`src/rtl/audio_dc_block_out.sv`:
```
`default_nettype none
// ============================================================================
// Module      : audio_dc_block_out
// Description : Output-stage DC blocker for a 16-bit unsigned audio stream.
//               Each accepted sample is recentred, passed through a one-pole
//               high-pass filter, attenuated by a shift and saturated to a
//               signed 16-bit result, four cycles after it was accepted.
//               Optional feature macro: AUDIO_DC_BLOCK_CLIP_COUNT_EN adds a
//               saturating 8-bit count of clip events (clip_count).
// Revision    : 1.0 - initial release
// ============================================================================
module audio_dc_block_out #(
  parameter int ALPHA_SHIFT = 10
) (
  input  logic        clk,
  input  logic        reset_n,
  input  logic        sample_valid,
  input  logic [15:0] in,
  input  logic [3:0]  volume,
  output logic [15:0] out,
  output logic        out_valid,
  output logic        clip,
  output logic        overrun
`ifdef AUDIO_DC_BLOCK_CLIP_COUNT_EN
  ,
  output logic [7:0]  clip_count
`endif
);

  typedef enum logic [2:0] {
    IDLE   = 3'd0,
    CENTER = 3'd1,
    FILTER = 3'd2,
    SCALE  = 3'd3,
    OUTPUT = 3'd4
  } state_t;

  localparam logic signed [39:0] SAT_MAX = 40'sd32767;
  localparam logic signed [39:0] SAT_MIN = -40'sd32768;

  state_t             state;
  state_t             state_next;
  logic [15:0]        in_lat;
  logic [3:0]         vol_lat;
  logic signed [16:0] x_cur;
  logic signed [16:0] x_prev;
  logic signed [39:0] y_prev;
  logic signed [16:0] x_center;
  logic signed [39:0] diff_ext;
  logic signed [39:0] y_new;
  logic signed [39:0] scaled;
  logic [15:0]        sat_val;
  logic               sat_hit;

  // Next-state logic: only IDLE waits; every other state lasts one cycle.
  always_comb begin
    state_next = state;
    case (state)
      IDLE:    if (sample_valid) state_next = CENTER;
      CENTER:  state_next = FILTER;
      FILTER:  state_next = SCALE;
      SCALE:   state_next = OUTPUT;
      OUTPUT:  state_next = IDLE;
      default: state_next = IDLE;
    endcase
  end

  // Datapath: recentre, high-pass update, attenuate, then saturate.
  always_comb begin
    x_center = $signed({1'b0, in_lat}) - $signed(17'd32768);
    diff_ext = {{23{x_cur[16]}}, x_cur} - {{23{x_prev[16]}}, x_prev};
    y_new    = (diff_ext <<< 16) + y_prev - (y_prev >>> ALPHA_SHIFT);
    // y_prev already holds the filter output of this sample during SCALE.
    scaled   = (y_prev >>> 16) >>> vol_lat;
    sat_hit  = 1'b0;
    sat_val  = scaled[15:0];
    if (scaled > SAT_MAX) begin
      sat_val = 16'h7FFF;
      sat_hit = 1'b1;
    end else if (scaled < SAT_MIN) begin
      sat_val = 16'h8000;
      sat_hit = 1'b1;
    end
  end

  // State register.
  always_ff @(posedge clk or negedge reset_n) begin
    if (!reset_n) state <= IDLE;
    else          state <= state_next;
  end

  // Sample/volume capture, centred sample and filter history.
  always_ff @(posedge clk or negedge reset_n) begin
    if (!reset_n) begin
      in_lat  <= 16'd0;
      vol_lat <= 4'd0;
      x_cur   <= 17'sd0;
      x_prev  <= 17'sd0;
      y_prev  <= 40'sd0;
    end else begin
      if (state == IDLE && sample_valid) begin
        in_lat  <= in;
        vol_lat <= volume;
      end
      if (state == CENTER) x_cur <= x_center;
      if (state == FILTER) begin
        x_prev <= x_cur;
        y_prev <= y_new;
      end
    end
  end

  // Output register: loaded at the end of SCALE so out_valid is seen in OUTPUT.
  always_ff @(posedge clk or negedge reset_n) begin
    if (!reset_n) begin
      out       <= 16'd0;
      out_valid <= 1'b0;
      clip      <= 1'b0;
      overrun   <= 1'b0;
    end else begin
      out_valid <= (state == SCALE);
      clip      <= (state == SCALE) && sat_hit;
      overrun   <= sample_valid && (state != IDLE);
      if (state == SCALE) out <= sat_val;
    end
  end

`ifdef AUDIO_DC_BLOCK_CLIP_COUNT_EN
  // Saturating tally of clip pulses.
  always_ff @(posedge clk or negedge reset_n) begin
    if (!reset_n)                         clip_count <= 8'd0;
    else if (clip && clip_count != 8'hFF) clip_count <= clip_count + 8'd1;
  end
`endif

endmodule
`default_nettype wire
```
`config.mk`:
```
export PLATFORM = sky130hd
export DESIGN_NAME = audio_dc_block_out
export DESIGN_NICKNAME = d
export VERILOG_FILES = /design/src/rtl/audio_dc_block_out.sv
export SDC_FILE = /design/constraint.sdc
export NUM_CORES = 1
export LEC_CHECK = 0
export ABC_CLOCK_PERIOD_IN_PS = 5800
export BUFFER_PORTS_ARGS = -buffer_cell sky130_fd_sc_hd__buf_2
export CAP_MARGIN = 40
export CORE_ASPECT_RATIO = 0.8
export CORE_UTILIZATION = 45
export CTS_BUF_LIST = sky130_fd_sc_hd__clkbuf_8
export CTS_CLUSTER_DIAMETER = 30
export CTS_CLUSTER_SIZE = 40
export DETAILED_ROUTE_END_ITERATION = 16
export GPL_TIMING_DRIVEN = 0
export HOLD_SLACK_MARGIN = 0.05
export PLACE_DENSITY = 0.72
export SYNTH_ARGS = -nofsm -noshare
export SYNTH_HDL_FRONTEND = slang
export SYNTH_SLANG_ARGS = --single-unit
```
`constraint.sdc`:
```
create_clock -name clk -period 5.8 [get_ports clk]
set_clock_uncertainty 0.2 [all_clocks]
set_input_delay 0.29 -clock clk [delete_from_list [all_inputs] [get_ports clk]]
set_output_delay 0.29 -clock clk [all_outputs]
set_load 0.005 [all_outputs]
```
==> impl_metrics.ini, run 1 <==
[yosys]
ys_async_sr_fraction_pct = 100.0
synth_ff_type = dfrtp_1
avgSynthCellArea_um2 = 8.647
ys_seq_area_share_pct = 31.51
syn_area_mm2 = 0.009054
yosysTopAreaCell = dfrtp_1
netlist_top_cells_area = dfrtp_1, ha_1, nand2_1
synth_edf_count = 0
synth_nets = 1165
yosysUniqueCellTypes = 71
netlist_top_cells_count = nand2_1, dfrtp_1, inv_1
synth_top_area_share_pct = 31.51
ys_ff_latch = 114
yosysMostFrequentCell = nand2_1
yosys_warnings = 0
syn_inst = 1047

[setup_path]
r2r-start = x_cur[0]
r2r_slack_ns = 0.39
critPathMaxFanout = 10
path_class = reg -> reg
reg2reg_depth = 23
crit_required_ns = 5.96
critPathArrivalTime_ns = 5.57
start_kind = register
rr_endpoint = y_prev[37]
critPathCaptureType = register

[drt]
dr.pass1.iters = 5
vias = 7793
routed_via_density = 5.527
drt_iter0_markers = 535
post_drt_wl_per_cell_um = 16.53
drc_errors = 0
ant_nets = 0
routed_wirelength_mm = 23.31

[placement]
io_buffers = 41
place_congestion = 0.9368
hpwl_mm = 17.59

[timing]
rsz0062_at_grt = no
setup_tns_ns = 0
slew_headroom_pct = 43.15
fin_crit_ns = 5.405
hold_viol_final = 0
tightest_slew_ns = 0.8528
period_share_pct = 93.19
drv_slew = 0
fmax_mhz = 185.0
final-setup-viol-count = 0

[cells_and_area]
nets = 1251
antenna_cells = 0
fillers = 1842
areaGrowthSynthToFinish_pct = 13.40
drive_above_1_share_pct = 12.22
multi_input_area_mm2 = 0.005573
seq_area_mm2 = 0.002853

[floorplanning]
num_rows = 46
io-pin-count = 42
die_h_um = 128.9
die_w_um = 160.6
core_area_mm2 = 0.01974
dieArea_mm2 = 0.02069
start_util_pct = 45.86

[outcome]
status = finished clean

[cts]
ctsLongestPathBuffers = 2
path_clk_slew_ns = 0.08
numCtsBuffers = 17
ctsHtreeMaxLevel = 4
clock_sinks = 114
cts_root_buffer = clkbuf_8
cts_tree = yes
cts_setup_buffers = 0
insertion_delay_ns = 0.45

[global_route]
antenna_found_initial = 0
grt_max_degree = 86
grtUsageTotal_pct = 23.87
overflow = 0
grt_pass1_vias = 7415
grt_pass1_wl_mm = 38.49

[min_path]
min-delay-path-class = in -> async

[flow_run]
cap_violations = 0
[worst max path at each step]
| stage | start | depth (start not counted) | end | slack [ns] |
|---|---|---|---|---|
| floorplan | x_cur[4] | 18 | y_prev[39] | 0.93 |
| global placement | x_cur[4] | 18 | y_prev[39] | 0.11 |
| detailed placement | x_cur[0] | 23 | y_prev[37] | 0.42 |
| CTS | x_cur[0] | 23 | y_prev[37] | 0.36 |
| global route | x_cur[0] | 23 | y_prev[37] | 0.04 |
| finish | x_cur[0] | 23 | y_prev[37] | 0.39 |
[registers in the layout (all words and copies together) (netlist names)]
signal     flops
state          3
x_cur         16
vol_lat        4
out_valid      1
in_lat        16
y_prev        40
clip           1
overrun        1
out           16
x_prev        16
[cells by family after synthesis]
| kind of cell | after synthesis | share of synthesized area [%] |
|---|---|---|
| xor gates and xnor gates | 41 | 3.966 |
| muxes | 54 | 8.057 |
| AOI/OAI and AO/OA | 273 | 19.02 |
| DFF | 114 | 31.51 |
| adders and majority gates | 95 | 15.20 |
| and+or+nand+nor | 313 | 15.10 |
| buffers and inverters | 157 | 7.145 |
[metal layers]
| metal | track usage [%] | up-vias | wire (um) |
|---|---|---|---|
| met5 | 0 | - | 0 |
| met4 | 5.098 | 0 | 249 |
| met3 | 4.030 | 24 | 1519 |
| met2 | 37.97 | 268 | 10270 |
| met1 | 34.12 | 3689 | 11280 |
| li1 | - | 3812 | - |
[cell usage in the layout, fill, tap and decap left out, types with 21 or more instances in the layout]
cell type and instances:
mux2_2 21, o21ai_0 94, a21o_1 22, a21oi_1 56, dlygate4sd3_1 23, fa_1 25
xnor2_1 25, buf_2 50, ha_1 70, nor2_1 59, clkbuf_1 29, dfrtp_1 114
inv_1 108, nand2_1 173
[layout make-up]
class / instances / share of cell area [%]
repair buffers: 67 / 4.740
plain buffers: 50 / 2.389
well taps: 264 / 3.217
multi-input cells: 776 / 54.28
flip-flops and latches: 114 / 27.78
clock buffers: 18 / 2.413
inverters: 107 / 3.912
clock inverters: 14 / 1.267
[what timing repair did]
| action | 4_1_cts | 5_1_grt |
|---|---|---|
| hold buffers | 22 | 0 |
| endpoints found under the setup margin | 0 | 2 |
| resized for setup | 0 | 3 |
| hold endpoints to repair | 136 | 0 |
[stage by stage]
stage	area [um2]	utilization, %	cells	setup WS (ns)	hold slack [ns]
floorplan	9054	-	1047	0.9294	-0.2056
global placement	9589	48.57	1352	0.1075	0.2494
detailed placement	9651	48.88	1356	0.4230	-0.006075
CTS	10250	51.91	1410	0.3567	0.07961
global route	10270	52.01	1410	0.04388	0.08999
finish	10270	52.01	1410	0.3950	0.07674
[worst max-delay path, cell delays in order (launching register included)]
cell and delay [ns]:
dfrtp_1 0.32, inv_1 0.07, ha_1 0.23, fa_1 0.40, nor2b_1 0.11, o21ai_0 0.10
a21boi_0 0.18, o21ai_0 0.13, a21oi_1 0.20, a41oi_1 0.21, a31oi_2 0.25, xnor2_1 0.13
fa_1 0.49, inv_1 0.04, ha_1 0.27, buf_2 0.18, a21o_1 0.24, a21o_1 0.19
a21oi_1 0.25, o21ai_0 0.19, a31oi_2 0.26, nand2_1 0.08, or4_1 0.46, o211ai_1 0.12
Power of run 1 is left out: the tool's default activity adds up to more than one toggle a clock period on the data nets, which glitch-free logic cannot reach.
==> inputs of run 2 (changes only) <==
Settings changed: PLACE_DENSITY 0.72 to 0.66.
==> run 2 against run 1 <==
Effect of this change: critical path depth fell by 1; register-to-register slack got worse by 0.10 ns; fmax fell by 1.8%; first-iteration DRC count rose by 1.9%; worst setup slack got worse by 0.10 ns; non-clock buffer count did not move; sequential cell count did not move; routed wire length rose by 0.82%; final cell count did not move; sequential share of layout area fell by 0.12 points; critical endpoint is now y_prev[31]; highest routed layer unchanged.
==> impl_metrics.ini, run 2 (same netlist as run 1, synthesis figures left out) <==
[setup_path]
path_class = reg -> reg
crit_required_ns = 5.94
crit_chain = inv_1 > ha_1 > fa_1 > nor2b_1 > o21ai_0 > a21boi_0 > o21ai_0 > a21oi_1 > a21o_1 > nand2_1 > a311oi_1 > fa_1 > inv_1 > ha_1 > a21oi_1 > nand2b_1 > o31ai_1 > o21ai_0 > o21ai_1 > nand2_1 > a31o_2 > a221o_1
critPathMaxFanout = 7
critPathSlowestCell = fa_1
crit_top_cell = o21ai_0
critPathArrivalTime_ns = 5.64
cp_slowest_stage_delay_ns = 0.51
critPathCaptureType = register
start_kind = register

[cts]
path_clk_slew_ns = 0.08
cts_root_buffer = clkbuf_8
cts_resized = 0
ctsLongestPathBuffers = 2
numCtsBuffers = 17
clock_sinks = 114
insertion_delay_ns = 0.45
ctsHtreeMaxLevel = 4
cts_tree = yes

[drt]
routed_via_density = 5.463
ant_nets = 0
drc_errors = 0
routed_wirelength_mm = 23.50
drt_iter0_markers = 545
post_drt_wl_per_cell_um = 16.67
vias = 7703
dr.pass1.iters = 4

[timing]
final-setup-viol-count = 0
holdWs_ns = 0.07449
period_share_pct = 94.91
rsz0062_at_grt = no
tightest_slew_ns = 0.8095
fin_crit_ns = 5.505
slew_headroom_pct = 46.03
setup_tns_ns = 0
hold_viol_final = 0
fmax_mhz = 181.7
drv_slew = 0

[cells_and_area]
antenna_cells = 0
nets = 1251
largest-register = y_prev
drive_above_1_share_pct = 11.95
largest_reg_flops = 40
layout_common_cells = nand2_1, dfrtp_1, inv_1
final_util_pct = 52.24
finalNonFillerCells = 1410
final_common_cell = nand2_1
areaGrowthSynthToFinish_pct = 13.92

[floorplanning]
die_h_um = 128.9
start_util_pct = 45.86
die_w_um = 160.6
io-pin-count = 42
num_rows = 46
core_area_mm2 = 0.01974
dieArea_mm2 = 0.02069

[flow_run]
cap_violations = 0

[placement]
dp.cells = 1356
hpwl_mm = 17.62
place_congestion = 0.9286
io_buffers = 41

[global_route]
antenna_found_initial = 0
grt_pass1_vias = 7167
grtUsageTotal_pct = 23.67
grt_max_degree = 88
grt_pass1_wl_mm = 37.97
overflow = 0

[outcome]
status = finished clean

[min_path]
min-delay-path-class = in -> async
run 2: cell types whose count changed in the layout (fill, tap and decap cells not counted), moves of 2 or more:
cell / previous run / this run
inv_6: 5 / 1
a31oi_1: 9 / 11
a31oi_2: 4 / 2
bufinv_16: 1 / 3
clkbuf_8: 20 / 22
run 2: per-stage QoR:
stage / worst slack, ns / instance area, um2
after floorplan: 0.9294 / 9054
after global placement: 0.07881 / 9589
after detailed placement: 0.4441 / 9663
after CTS: 0.4276 / 10310
after global routing: 0.1330 / 10310
final: 0.2951 / 10310
run 2: cell type report:
class / count / area (um2)
fillers: 1840 / 9428
multi-input cells: 776 / 5554
flip-flops and latches: 114 / 2853
repair buffers: 67 / 499.2
inverters: 107 / 401.6
well taps: 264 / 330.3
clock buffers: 20 / 275.3
plain buffers: 50 / 245.2
clock inverters: 12 / 155.1
run 2: layer usage:
layer	global-route usage, %	share of wire (%)	vias up
met4	6.667	1.3	0
li1	-	-	3810
met3	3.965	5.7	22
met1	34.08	49	3631
met5	0	0	-
met2	36.67	44	240
run 2: path summary, 6_finish.rpt:
path | from | end | slack [ns] | cells after the start
min reg2reg | in_lat[15] | x_cur[15] | 0.25 | 1
max in group asynchronous | reset_n | x_cur[14] | 4.60 | 3
min | reset_n | out[9] | 0.07 | 2
max | x_cur[0] | y_prev[31] | 0.30 | 22
min in group clk | in_lat[15] | x_cur[15] | 0.25 | 1
max reg2reg | x_cur[0] | y_prev[31] | 0.30 | 22
run 2: what timing repair did:
item                                   CTS  global route
hold buffers                            22             0
endpoints found under the hold margin  136             0
setup buffers                            0             0
run 2: critical path, delay by kind of cell, from the launching register on:
kind            cells  cell delay, ns
compound gates     12            2.82
flops               1            0.33
fa+ha+maj           4            1.46
buf+inv             2            0.13
simple gates        4            0.45
Power of run 2 is left out for the same reason.
==> inputs of run 3 (changes only) <==
Settings changed: CORE_UTILIZATION 45 to 35, PLACE_DENSITY 0.66 to 0.55.
==> run 3 against run 2 <==
Effect of this change: via count shrank 1.3%; highest routed layer unchanged; sequential cell count is the same; design area grew 1.2%; first-iteration DRC count shrank 7.7%; die area grew 28%; worst setup slack gained 0.17 ns; global-route usage shrank 4.3 points; non-clock buffer count grew 1; hold slack lost 0.0075 ns; critical endpoint is now y_prev[37]; fmax grew 3.2%.
==> impl_metrics.ini, run 3 (same netlist as run 1, synthesis figures left out) <==
[outcome]
status = finished clean

[min_path]
min-delay-path-class = in -> async

[cells_and_area]
nets = 1252
layout_common_cells = nand2_1, dfrtp_1, inv_1
antenna_cells = 0
drive_above_1_share_pct = 12.22
seq_area_mm2 = 0.002853
final_common_cell = nand2_1
areaGrowthSynthToFinish_pct = 15.24
largest-register = y_prev
largest_reg_flops = 40
finalNonFillerCells = 1470
fillers = 2617
multi_input_area_mm2 = 0.005564

[cts]
cts_setup_buffers = 0
clock_sinks = 114
cts_root_buffer = clkbuf_8
ctsLongestPathBuffers = 2
insertion_delay_ns = 0.47
numCtsBuffers = 17
cts_tree = yes
path_clk_slew_ns = 0.07
ctsHtreeMaxLevel = 4

[floorplanning]
core_area_mm2 = 0.02537
start_util_pct = 35.68
die_w_um = 181.8
dieArea_mm2 = 0.02652
num_rows = 52
die_h_um = 145.9
io-pin-count = 42

[drt]
post_drt_wl_per_cell_um = 16.45
routed_via_density = 5.171
dr.pass1.iters = 5
ant_nets = 0
vias = 7602
routed_wirelength_mm = 24.18
drt_iter0_markers = 503
drc_errors = 0

[timing]
final-setup-viol-count = 0
drv_slew = 0
period_share_pct = 91.96
slew_headroom_pct = 53.50
holdWs_ns = 0.06701
tightest_slew_ns = 0.6976
fmax_mhz = 187.5
rsz0062_at_grt = no
setup_ws_ns = 0.4662
setup_tns_ns = 0
fin_crit_ns = 5.334
hold_viol_final = 0

[setup_path]
start_kind = register
path_class = reg -> reg
critPathMaxFanout = 10
critPathCaptureType = register
critPathArrivalTime_ns = 5.52
crit_required_ns = 5.98

[placement]
hpwl_mm = 18.85
io_buffers = 41
dp_slack_ns = 0.4061
dp.cells = 1417
place_congestion = 0.9050

[global_route]
antenna_found_initial = 0
overflow = 0
grt_pass1_wl_mm = 39.92
grt_max_degree = 89
grtUsageTotal_pct = 19.36
grt_pass1_vias = 7379

[flow_run]
cap_violations = 0
## run 3: metrics by stage
step / util, % / area [um2]
floorplan: - / 9054
global placement: 38.09 / 9664
detailed placement: 38.37 / 9737
CTS: 41.08 / 10420
global route: 41.12 / 10430
finish: 41.12 / 10430
## run 3: path summary, 6_finish.rpt
path / start / end / slack [ns] / cells after the start
min in group clk: in_lat[15] / x_cur[15] / 0.27 / 1
max reg2reg: x_cur[0] / y_prev[37] / 0.47 / 23
max in group asynchronous: reset_n / in_lat[9] / 4.57 / 3
min: reset_n / out_valid / 0.07 / 2
min reg2reg: in_lat[15] / x_cur[15] / 0.27 / 1
max: x_cur[0] / y_prev[37] / 0.47 / 23
## run 3: final cells by class
cell class              instances  share of cell area, %
inverters                     107                  3.849
clock inverters                12                  1.967
clock buffers                  19                  2.506
flip-flops and latches        114                  27.34
plain buffers                  50                  2.350
repair buffers                 68                  4.773
multi-input cells             776                  53.33
well taps                     324                  3.885
## run 3: per-layer routing
metal  vias up  track usage [%]  wire length, um
met5         -                0                0
met4         0            5.424              342
met3        22            3.328              970
met2       153            29.04            10320
met1      3609            28.43            12550
li1       3818                -                -
## run 3: what timing repair did
item / in CTS / in global routing
hold buffers: 22 / 0
hold endpoints to repair: 136 / 0
gates resized for setup: 0 / 2
endpoints found under the setup margin: 0 / 3
## run 3: worst max-delay path: stages, from the launching register on
cell and delay (ns):
dfrtp_1 0.32, inv_1 0.07, ha_1 0.23, fa_1 0.41
nor2b_1 0.12, o21ai_0 0.10, a21boi_0 0.18, o21ai_0 0.12
a21oi_1 0.21, a41oi_1 0.19, a31oi_1 0.26, xnor2_1 0.12
fa_1 0.48, inv_1 0.04, ha_1 0.27, buf_2 0.18
a21o_1 0.22, a21o_1 0.19, a21oi_1 0.22, o21ai_0 0.18
a31oi_1 0.30, nand2_1 0.08, or4_1 0.47, o211ai_1 0.10
Power of run 3 is left out for the same reason.
